==> config.mk <==
export PLATFORM = sky130hd
export DESIGN_NAME = sync_gray_ptr
export DESIGN_NICKNAME = d
export VERILOG_FILES = /design/src/rtl/sync_gray_ptr.sv
export SDC_FILE = /design/constraint.sdc
export NUM_CORES = 1
export LEC_CHECK = 0
export CAP_MARGIN = 10
export CELL_PAD_IN_SITES_DETAIL_PLACEMENT = 0
export CELL_PAD_IN_SITES_GLOBAL_PLACEMENT = 2
export CORE_UTILIZATION = 30
export CTS_BUF_LIST = sky130_fd_sc_hd__clkbuf_4 sky130_fd_sc_hd__clkbuf_8 sky130_fd_sc_hd__clkbuf_16
export DETAILED_ROUTE_END_ITERATION = 8
export GPL_ROUTABILITY_DRIVEN = 0
export PLACE_DENSITY_LB_ADDON = 0.1
export SYNTH_ARGS = -nofsm -noshare
export SYNTH_HDL_FRONTEND = slang
export SYNTH_SLANG_ARGS = --single-unit
==> constraint.sdc <==
create_clock -name Clk -period 1.4 [get_ports Clk]
set_input_delay 0.14 -clock Clk [delete_from_list [all_inputs] [get_ports Clk]]
set_output_delay 0.14 -clock Clk [all_outputs]
set_load 0.05 [all_outputs]
==> src/rtl/sync_gray_ptr.sv <==
// sync_gray_ptr
//   Multi-stage synchroniser for a Gray-coded FIFO pointer entering the Clk
//   domain. The synchronised Gray value is converted to binary and registered.
//   upd pulses when the pointer moves. Each change between consecutive
//   synchronised samples is checked against the Gray invariant (at most one
//   bit may change). A violation raises err, sets err_sticky and bumps a
//   saturating counter. The pointer still follows the sampled value.
//
// Ports
//   Clk        destination-domain clock, rising edge
//   reset      asynchronous active-high reset
//   In         Gray pointer from the source domain (asynchronous to Clk)
//   err_clr    synchronous clear of err_sticky / err_cnt
//   Out_gray   synchronised Gray pointer (last sync stage)
//   Out_bin    registered binary form of Out_gray
//   upd        1-cycle pulse, Out_bin changed this cycle
//   err        1-cycle pulse, multi-bit jump seen this cycle
//   err_sticky latched violation flag
//   err_cnt    saturating violation count
module sync_gray_ptr #(
    parameter int             N         = 4,
    parameter int             STAGES    = 2,
    parameter logic [N-1:0]   RESET_VAL = '0,
    parameter int             ERR_W     = 4
) (
    input  logic             Clk,
    input  logic             reset,
    input  logic [N-1:0]     In,
    input  logic             err_clr,
    output logic [N-1:0]     Out_gray,
    output logic [N-1:0]     Out_bin,
    output logic             upd,
    output logic             err,
    output logic             err_sticky,
    output logic [ERR_W-1:0] err_cnt
);

    generate
        if (STAGES < 2) begin : g_bad_stages
            $error("sync_gray_ptr: STAGES must be >= 2");
        end
    endgenerate

    localparam logic [ERR_W-1:0] CNT_MAX = '1;

    function automatic logic [N-1:0] gray2bin(input logic [N-1:0] g);
        logic [N-1:0] b;
        b[N-1] = g[N-1];
        for (int i = N - 2; i >= 0; i--) begin
            b[i] = b[i+1] ^ g[i];
        end
        return b;
    endfunction

    // s[0] samples In directly; there is deliberately no input flop.
    logic [STAGES-1:0][N-1:0] s;
    logic [N-1:0]             g_q;
    logic [N-1:0]             diff;
    logic [N-1:0]             diff_m1;
    logic                     changed;
    logic                     multi;

    assign Out_gray = s[STAGES-1];

    // x & (x-1) clears the lowest set bit; anything left means >1 bit flipped.
    always_comb begin
        diff    = Out_gray ^ g_q;
        diff_m1 = diff - N'(1);
        changed = |diff;
        multi   = |(diff & diff_m1);
    end

    always_ff @(posedge Clk or posedge reset) begin
        if (reset) begin
            s       <= {STAGES{RESET_VAL}};
            g_q     <= RESET_VAL;
            Out_bin <= gray2bin(RESET_VAL);
            upd     <= 1'b0;
            err     <= 1'b0;
        end else begin
            s       <= {s[STAGES-2:0], In};
            g_q     <= Out_gray;
            Out_bin <= gray2bin(Out_gray);
            upd     <= changed;
            err     <= multi;
        end
    end

    // Bookkeeping follows the registered err pulse. A clear coinciding with a
    // pulse keeps that pulse: sticky stays set and the count restarts at 1.
    always_ff @(posedge Clk or posedge reset) begin
        if (reset) begin
            err_sticky <= 1'b0;
            err_cnt    <= '0;
        end else begin
            if (err)          err_sticky <= 1'b1;
            else if (err_clr) err_sticky <= 1'b0;

            if (err_clr)                    err_cnt <= err ? ERR_W'(1) : '0;
            else if (err && err_cnt != CNT_MAX) err_cnt <= err_cnt + ERR_W'(1);
        end
    end

endmodule

[Word-level counts from Yosys, hierarchy flattened]
Cells that the tools add are included.
Storage, ports and cells
  register bits: 23
  latch bits: 0
  memory bits (writable): 0
  bits in read-only memories: 0
  logic and storage cells: 26
  memories: 0
Operators by class
  $add $sub $neg: 2
  $mul: 0
  divide/modulo/power cells: 0
  $lt $le $gt $ge: 0
  eq/ne operators: 1
  shift operators: 0
  mux-type cells: 5
  bitwise gates (word level): 5
  reduce and logical (&&, ||, !) cells: 5
Operators by type and width (number)
  $mux W4: 2
  $reduce_or A4 Y1: 2
  $add A4 B1 Y4 const B: 1
  $and A4 B4 Y4: 1
  $ne A4 B4 Y1 const B: 1
  $reduce_bool A2 Y1: 2
  $sub A4 B1 Y4 const B: 1
  $xor A4 B4 Y4: 1
  $mux W1: 3
  $xor A1 B1 Y1: 3
  $logic_and A1 B1 Y1: 1

[Longest topological paths before layout]
  word-level depth: 4
  depth in mapped cells: 4
  mapped depth without buffers: 4

[Least setup slack after synthesis]
No wires, ideal clock.
  kind: register to register
  start point: reg err_cnt[0]
  end point: reg err_cnt[2]
  library setup time: 0.077 ns
  arrival time: 1.381 ns
  required time: 1.323 ns
  setup slack: -0.058 ns
  stages on the path, launching flop included: 5
  buffers on the path: 0
  clock period less this slack: 1.458 ns
  path through: dfrtp_1 -> ha_1 -> inv_1 -> or3_1 -> a21oi_1
On the way
  word-level cells in the longest chain between the ends: 3
  elaborated cells between the ends (all ways): 6
RTL lines
  start, declared: RTL line 35  | output logic [ERR_W-1:0] err_cnt
  start signal, assigned: RTL line 99  | if (err_clr) err_cnt <= err ? ERR_W'(1) : '0;
  start signal, assigned: RTL line 100  | else if (err && err_cnt != CNT_MAX) err_cnt <= err_cnt + ERR_W'(1);
  $add A4 B1 Y4 / $ne A4 B4 Y1 (equally long branches): RTL line 100
  $mux W4 / $logic_and A1 B1 Y1 (equally long branches): RTL line 100
  $mux W4 / $reduce_bool A2 Y1 (equally long branches)
Several ways; a longest one is shown, not always the timed one. The select of a mux whose other input is x is not followed.
A chain may end at the register's enable or synchronous reset.

[Final worst setup path]
  start point: reg err_cnt[0]
  end point: reg err_cnt[0]
Same word-level chain as after synthesis.

==> results.md <==
* Status: complete, no violations
* Fmax at 0.782 GHz
* Net count, final at 92
* Skew final at 0.00422 ns
* Final setup vio count at 0
* Final cell count without fillers at 113
* Post-synth ARST share at 100%
* Largest family of logic cells by synthesized area: simple AND/OR/NAND/NOR gates
* Post-CTS Setup Bufs at 0
* CTS H-tree lvls at 1
* Skew-Pair Late Insertion Delay at 0.30 ns
* VDD IR-drop max at 0.000860 V
* Leak at 0.522 nW
* Initial antenna violation count at 0
* Most frequent cells in the layout: 20 x dfrtp_1, 11 x buf_12, 7 x xor2_1
* Area delta synth->final at 45.1%
* ANT cells at 0
* Placed Cells at 109
* Post-Syn Area at 807 µm²
* Synth unique cells at 20
* Mapped Cells at 61
* Mean post-synth cell area at 13.2 µm²
* Relative slew slack at 82.1%
* HP Class: primary input to asynchronous set/reset pin
* Vias in the first global route at 483
* CORE AREA at 0.00250 mm²
* Clock Sinks at 22
* Iter 0 DRT Violations at 2
* Yosys reg bits at 22
* Via/cell ratio at 4.43
* Syn_nets at 69
* TritonCTS clock tree: done
* Remaining Overflow, GRT at 0
* Layout cells sized above 1 at 27.7%
* Port Buffer Count at 21
* Rows at 18
* Register area share after synthesis at 68.2%
* DR pass1 iterations at 4
* CP Capture Type: flop
* Setup ws final at 0.122 ns
* RSZ-0062 raised after global routing: false
* Gr usage total at 11.1%
* Die footprint at 0.00290 mm²
* Layout fillers at 243
* Yosys warns at 0
* Maxcap violations at 0
* Final Slew Violations at 0
* Post-synthesis simple-gate area fraction at 9.15%
* CTS clk-pin slew, worst paths at 0.11 ns
* WP data required at 1.58 ns
* Slew at the pin closest to its max-slew limit at 0.269 ns
* CP Class: flop to flop
* Clock period minus worst slack at 1.28 ns
* Post-synthesis xor/xnor area fraction at 7.60%
* Chip width at 53.9 µm
* Setup crit start kind: flop
* Post-Synth Adder-Cell Area at 1.55%
* First-pass GRT wire length at 2150 µm
* Fin util at 46.8%
* Final Hold Fails at 0
* Hold buffers post-CTS at 0
* Dominant synthesized flop cell: dfrtp_1
* Clock root buffer: clkbuf_4
* Routed via count at 501
* Final wirelength at 1250 µm
* WL/cell at 11.1 µm
* Pre-CTS setup slack at 0.123 ns
* Largest net degree at the start of global routing at 23
* TNS Setup at 0 ns
* Io pins at 22
* CTS max path bufs at 2
* Antenna viol nets, final at 0
* Pwr/cell area at 1390 mW/mm²
* Commonest non-fill, non-tap cell in the layout: dfrtp_1
* Num CTS Buffers at 3
* WP data arrival at 1.46 ns
* Post-synth EDFFs at 0
* Die Ht at 53.9 µm
* Final period util at 91.3%
* DRC viols at 0
* CP max FO at 5
* Post-synthesis mux area share at 0%
* Compound-gate portion of the synthesized area at 6.98%
* Starting Density at 32.3%
-- metal layers --
metal  GRT usage (%)  wire, µm
met5               0         0
met4            5.26        15
met1            14.9       607
met2            15.0       568
met3            5.08        61
-- metrics by stage --
stage | power [W] | hold WS, ns | cell area [µm²]
after floorplan | 0.00106 | 0.129 | 810
after global routing | 0.00171 | 0.183 | 1170
final | 0.00162 | 0.160 | 1170
after global placement | 0.00131 | 0.331 | 1130
after CTS | 0.00166 | 0.161 | 1170
after detailed placement | 0.00131 | 0.336 | 1130
-- cells by family (layout without fill, tap and decap cells) --
kind of cell | count (synthesis) | after routing
flip-flops | 22 | 22
XOR/XNOR | 7 | 7
buffers and inverters | 9 | 31
AND/OR/NAND/NOR | 13 | 13
AO/OA/AOI/OAI | 9 | 9
adder cells (fa/ha/maj) | 1 | 1
-- synthesized netlist by cell type (2+ instances only) --
cell	instances	area [µm²]
dfrtp_1	22	551
xor2_1	7	61.3
buf_4	5	37.5
inv_1	4	15.0
nor3_1	4	20.0
o21ai_0	3	15.0
a21oi_1	2	10.0
nand2b_1	2	12.5
-- area by class of cell --
class                           count  area, µm²  area share (%)
Inverter                            4       15.0            1.28
Multi-Input combinational cell     30        204            17.4
Clock buffer                        4       36.3            3.10
Sequential cell                    22        553            47.2
Timing Repair Buffer               23        325            27.8
Tap cell                           30       37.5            3.21
-- state kept, by name, summed over array words and instances (netlist names) --
name        cells
Out_gray        4
g_q             3
s               4
err_sticky      1
Out_bin         4
err             1
upd             1
err_cnt         4
-- repair_timing --
action,CTS,global route
setup endpoints to repair,0,1
gates resized for setup,0,1
endpoints found under the hold margin,0,0
-- final timing paths --
kind,startpoint,end,slack (ns),depth (start not counted)
min,reset,err_cnt[3]$_DFFE_PP0P_,0.16,3
min reg2reg,s[0]$_DFF_PP0_,Out_gray[0]$_DFF_PP0_,0.36,0
max,err_cnt[0]$_DFFE_PP0P_,err_cnt[0]$_DFFE_PP0P_,0.12,4
max in group asynchronous,reset,err_cnt[0]$_DFFE_PP0P_,1.01,3
max reg2reg,err_cnt[0]$_DFFE_PP0P_,err_cnt[0]$_DFFE_PP0P_,0.12,4
min in group Clk,In[3],s[3]$_DFF_PP0_,0.27,1
-- critical path: stages, from the launching register on --
cell	delay, ns
dfrtp_2	0.46
ha_1	0.22
and3_1	0.21
o21ai_0	0.16
o311ai_1	0.12
-- report_power, final --
group / switching (W) / internal, W / leakage [nW]
Combinational: 0.000287 / 0.000232 / 0.246
Clock: 0.000174 / 0.000158 / 0.0210
Sequential: 0.0000685 / 0.000702 / 0.255
(Power assumes the default switching activity.)
==> patch 1, RTL diff (same flow settings) <==
Change the parameter `STAGES` from 2 to 4.
--- a/src/rtl/sync_gray_ptr.sv
+++ b/src/rtl/sync_gray_ptr.sv
@@ -20,5 +20,5 @@
 module sync_gray_ptr #(
     parameter int             N         = 4,
-    parameter int             STAGES    = 2,
+    parameter int             STAGES    = 4,
     parameter logic [N-1:0]   RESET_VAL = '0,
     parameter int             ERR_W     = 4
Formal check against the unedited RTL: not equivalent (a bounded check fails within 4 cycles, from zero or initial values and one cycle with reset high).
==> patch 1 against the unedited design <==
- area after synthesis rose by 24%
- worst hold slack better by 0.011 ns
- final cell count up 22%
- count of clock-buffer cells in the layout is 2 higher
- clock power is 110% higher
- cell area rose by 24%
- combinational power rose by 7.5%
- routed wire length rose by 19%
- setup slack got worse by 0.013 ns
- power is 40% higher
- sequential cell count rose by 8
- die area grew 23%
- non-clock buffer count rose by 2
- sequential power is 32% higher
- critical endpoint is now err_cnt[3]
- largest cell class unchanged
- highest routed layer unchanged
==> patch 1: results (changes against the unedited design) <==
| Metric | Value |
|---|---|
| WHS | `0.171 ns (was 0.160 ns)` |
| Leak pwr | `0.000644 µW (was 0.000522 µW)` |
| Largest net degree at the start of global routing | `31 (was 23)` |
| First DRT Iteration DRCs | `30 (was 2)` |
| Post-DP Area | `0.00135 mm² (was 0.00113 mm²)` |
| Clock latency on the worst-skew pair | `0.32 ns (was 0.30 ns)` |
| Fin Clk Skew | `0.00528 ns (was 0.00422 ns)` |
| Htree depth | `2 (was 1)` |
| Yosys cell types | `18 (was 20)` |
| Slew @ Worst Pin | `0.368 ns (was 0.269 ns)` |
| Tot GR Track Use | `0.112 (was 0.111)` |
| Max IR drop VDD | `0.594 mV (was 0.860 mV)` |
| Worst EP arrival | `1.49 ns (was 1.46 ns)` |
| Crit path launch | `err_cnt[1] (was err_cnt[0])` |
| TritonCTS Buffers | `5 (was 3)` |
| Met3 usage | `0.0455 (was 0.0508)` |
| GR Layer Usage met1 | `0.137 (was 0.149)` |
| Layout cells sized above 1 | `0.330 (was 0.277)` |
| WL met1 | `667 µm (was 607 µm)` |
| Routed len/inst | `10.8 µm (was 11.1 µm)` |
| Reg clk slew, reported paths | `0.09 ns (was 0.11 ns)` |
| Pre-CTS setup slack | `0.0918 ns (was 0.123 ns)` |
| Register area share after synthesis | `0.748 (was 0.682)` |
| Syn nets | `75 (was 69)` |
| Critical Path Fanout Max | `4 (was 5)` |
| Finished Layout Cells | `138 (was 113)` |
| R2r endpoint | `err_cnt[3] (was err_cnt[0])` |
| Met2 usage | `0.144 (was 0.150)` |
| Final nets | `102 (was 92)` |
| Global-route wire length before repair | `2700 µm (was 2150 µm)` |
| Ranking of synthesized cells by area | `dfrtp_1 (75%), xor2_1 (6.1%), buf_4 (3.7%) (was dfrtp_1 (68%), xor2_1 (7.6%), buf_4 (4.7%))` |
| Placed cell count | `129 (was 109)` |
| Post-Syn Instances | `67 (was 61)` |
| Status | `complete, no violations (unchanged)` |
| Fin crit period | `1.29 ns (was 1.28 ns)` |
| Post-CTS Resized | `0 (unchanged)` |
| DR WL met3 | `115 µm (was 61 µm)` |
| Vias per Instance | `4.36 (was 4.43)` |
patch 1: changes by cell type after synthesis, sizes merged, moves of 2 or more:
cell,delta
o21ai,-2
dfrtp,+8
nand3,+2
o41ai,+2
patch 1: power breakdown:
group	leakage, µW	internal (µW)	switching (µW)
Clock	0.0000443	415	280
Sequential	0.000347	946	74.4
Combinational	0.000252	253	305
patch 1: layout make-up:
type,count,area (µm²)
Fill cell,298,1660
Multi-Input combinational cell,28,213
Inverter,4,15.0
Clock inverter,1,30.0
Timing Repair Buffer,25,328
Sequential cell,30,754
Tap cell,44,55.1
Clock buffer,6,51.3
patch 1: logic make-up after synthesis:
| group | share of synthesized area |
|---|---|
| AOI/OAI and AO/OA | 0.0761 |
| xor gates and xnor gates | 0.0611 |
| adders and majority gates | 0.0125 |
| buffers and inverters | 0.0524 |
| DFF | 0.748 |
| and+or+nand+nor | 0.0499 |
patch 1: timing repair:
action,in CTS,in global routing
hold buffers,0,0
setup endpoints to repair,0,1
setup buffers,0,2
==> patch 2, RTL diff (config.mk and constraints unchanged) <==
Made on the original files. Register the inputs `In` and `err_clr` before use, with the module's reset. The logic sees them one clock later.
--- a/src/rtl/sync_gray_ptr.sv
+++ b/src/rtl/sync_gray_ptr.sv
@@ -35,4 +35,17 @@
     output logic [ERR_W-1:0] err_cnt
 );
+
+    logic [N-1:0] In_q;
+    logic err_clr_q;
+
+    always_ff @(posedge Clk or posedge reset) begin
+        if (reset) begin
+            In_q      <= '0;
+            err_clr_q <= '0;
+        end else begin
+            In_q      <= In;
+            err_clr_q <= err_clr;
+        end
+    end
 
     generate
@@ -79,5 +92,5 @@
             err     <= 1'b0;
         end else begin
-            s       <= {s[STAGES-2:0], In};
+            s       <= {s[STAGES-2:0], In_q};
             g_q     <= Out_gray;
             Out_bin <= gray2bin(Out_gray);
@@ -95,7 +108,7 @@
         end else begin
             if (err)          err_sticky <= 1'b1;
-            else if (err_clr) err_sticky <= 1'b0;
+            else if (err_clr_q) err_sticky <= 1'b0;
 
-            if (err_clr)                    err_cnt <= err ? ERR_W'(1) : '0;
+            if (err_clr_q)                    err_cnt <= err ? ERR_W'(1) : '0;
             else if (err && err_cnt != CNT_MAX) err_cnt <= err_cnt + ERR_W'(1);
         end
Function: changed (Yosys sat finds a counterexample within 4 cycles, from zero or initial values and one cycle with reset high).
==> patch 2 against the unedited design <==
- the flow now finishes with violations (design-rule violations)
- area after synthesis grew 15%
- largest cell class unchanged
- cell area grew 10%
- routed wire length grew 8.5%
- via count grew 10%
- first-iteration DRC count grew to 6.5 times the old value
- power grew 12%
- setup slack lost 0.042 ns
- core utilization shrank 1.6 points
- sequential cell count grew 5
- critical endpoint is now err_cnt[3]
==> patch 2: results (changes against the unedited design) <==
| Metric | Value |
|---|---|
| Fillers | `264 (was 243)` |
| Clk tree area frac | `0.0242 (was 0.0310)` |
| Reg clk slew, reported paths | `0.15 ns (was 0.11 ns)` |
| Vias | `551 (was 501)` |
| Leak pwr | `0.000573 µW (was 0.000522 µW)` |
| Vias per Instance | `4.71 (was 4.43)` |
| DRC errors left | `2 (was 0)` |
| First DRT Iteration DRCs | `13 (was 2)` |
| Global-route wire length before repair | `2530 µm (was 2150 µm)` |
| Pre-CTS setup slack | `0.0991 ns (was 0.123 ns)` |
| NonClk Buf Share | `0.242 (was 0.278)` |
| Multi-input combinational area share | `0.165 (was 0.174)` |
| Clock latency on the worst-skew pair | `0.32 ns (was 0.30 ns)` |
| Slew @ Worst Pin | `0.315 ns (was 0.269 ns)` |
| Max IR drop VDD | `0.637 mV (was 0.860 mV)` |
| R2r endpoint | `err_cnt[3] (was err_cnt[0])` |
| Fin Clk Skew | `0.0106 ns (was 0.00422 ns)` |
| Multi-input combinational cell count | `28 (was 30)` |
| Seq area share | `0.527 (was 0.472)` |
| Failing checks | `design-rule violations` |
| Max incr delay on CP | `0.48 ns (was 0.46 ns)` |
| # clk buffers | `3 (was 4)` |
| Post-synth top cells | `dfrtp_1 (27), xor2_1 (7), buf_4 (5), inv_1 (4) (was dfrtp_1 (22), xor2_1 (7), buf_4 (5), inv_1 (4), nor3_1 (4))` |
| Ranking of synthesized cells by area | `dfrtp_1 (73%), xor2_1 (6.6%), buf_4 (4.0%) (was dfrtp_1 (68%), xor2_1 (7.6%), buf_4 (4.7%))` |
| Status | `finished with violations (was complete, no violations)` |
| Register area share after synthesis | `0.728 (was 0.682)` |
| WHS | `0.147 ns (was 0.160 ns)` |
-- patch 2: cell count changes in the layout (fill, tap and decap cells not counted), moves of 2 or more --
cell and change:
nand3_1 +2, o21ai_0 -2, dfrtp_1 +4, o41ai_1 +2
-- patch 2: through the flow --
step	total power [µW]	area, µm²
detailed placement	1490	1260
global route	1920	1290
CTS	1860	1290
finish	1810	1290
global placement	1490	1260
floorplan	1240	945
-- patch 2: worst register-to-register path: cells and delay by family (launching register included) --
kind	cells	cell delay, ns
DFF	1	0.48
AOI/OAI and AO/OA	2	0.39
adders and majority gates	1	0.18
and+or+nand+nor	1	0.16
-- patch 2: worst max-delay path by stage --
stage	from	to	slack, ns	depth (start not counted)
6_report	err_cnt[1]	err_cnt[3]	0.08	4
5_1_grt	err_cnt[1]	err_cnt[3]	0.02	4
4_1_cts	err_cnt[1]	err_cnt[3]	0.08	4
3_5_place_dp	err_cnt[1]	err_cnt[3]	0.1	4
3_3_place_gp	err_cnt[1]	err_cnt[3]	0.15	4
2_1_floorplan	err_cnt[0]	err_cnt[3]	0.03	4
-- patch 2: logic make-up after synthesis --
group	Yosys count	synth area share
DFF	27	0.728
and+or+nand+nor	10	0.0539
AOI/OAI and AO/OA	10	0.0822
buffers and inverters	9	0.0566
adders and majority gates	1	0.0135
xor gates and xnor gates	7	0.0660
-- patch 2: per-layer routing --
| metal | part of all wire | GRT usage |
|---|---|---|
| met1 | 0.50 | 0.136 |
| met2 | 0.41 | 0.154 |
| met3 | 0.079 | 0.0469 |
| met4 | 0.0096 | 0.0209 |
| met5 | 0 | 0 |
-- patch 2: where the power goes --
part           internal [µW]  switching, µW  leakage [µW]
Clock                    116            224     0.0000183
Combinational            242            302      0.000242
Sequential               855           72.6      0.000312
Total                   1210            599      0.000573
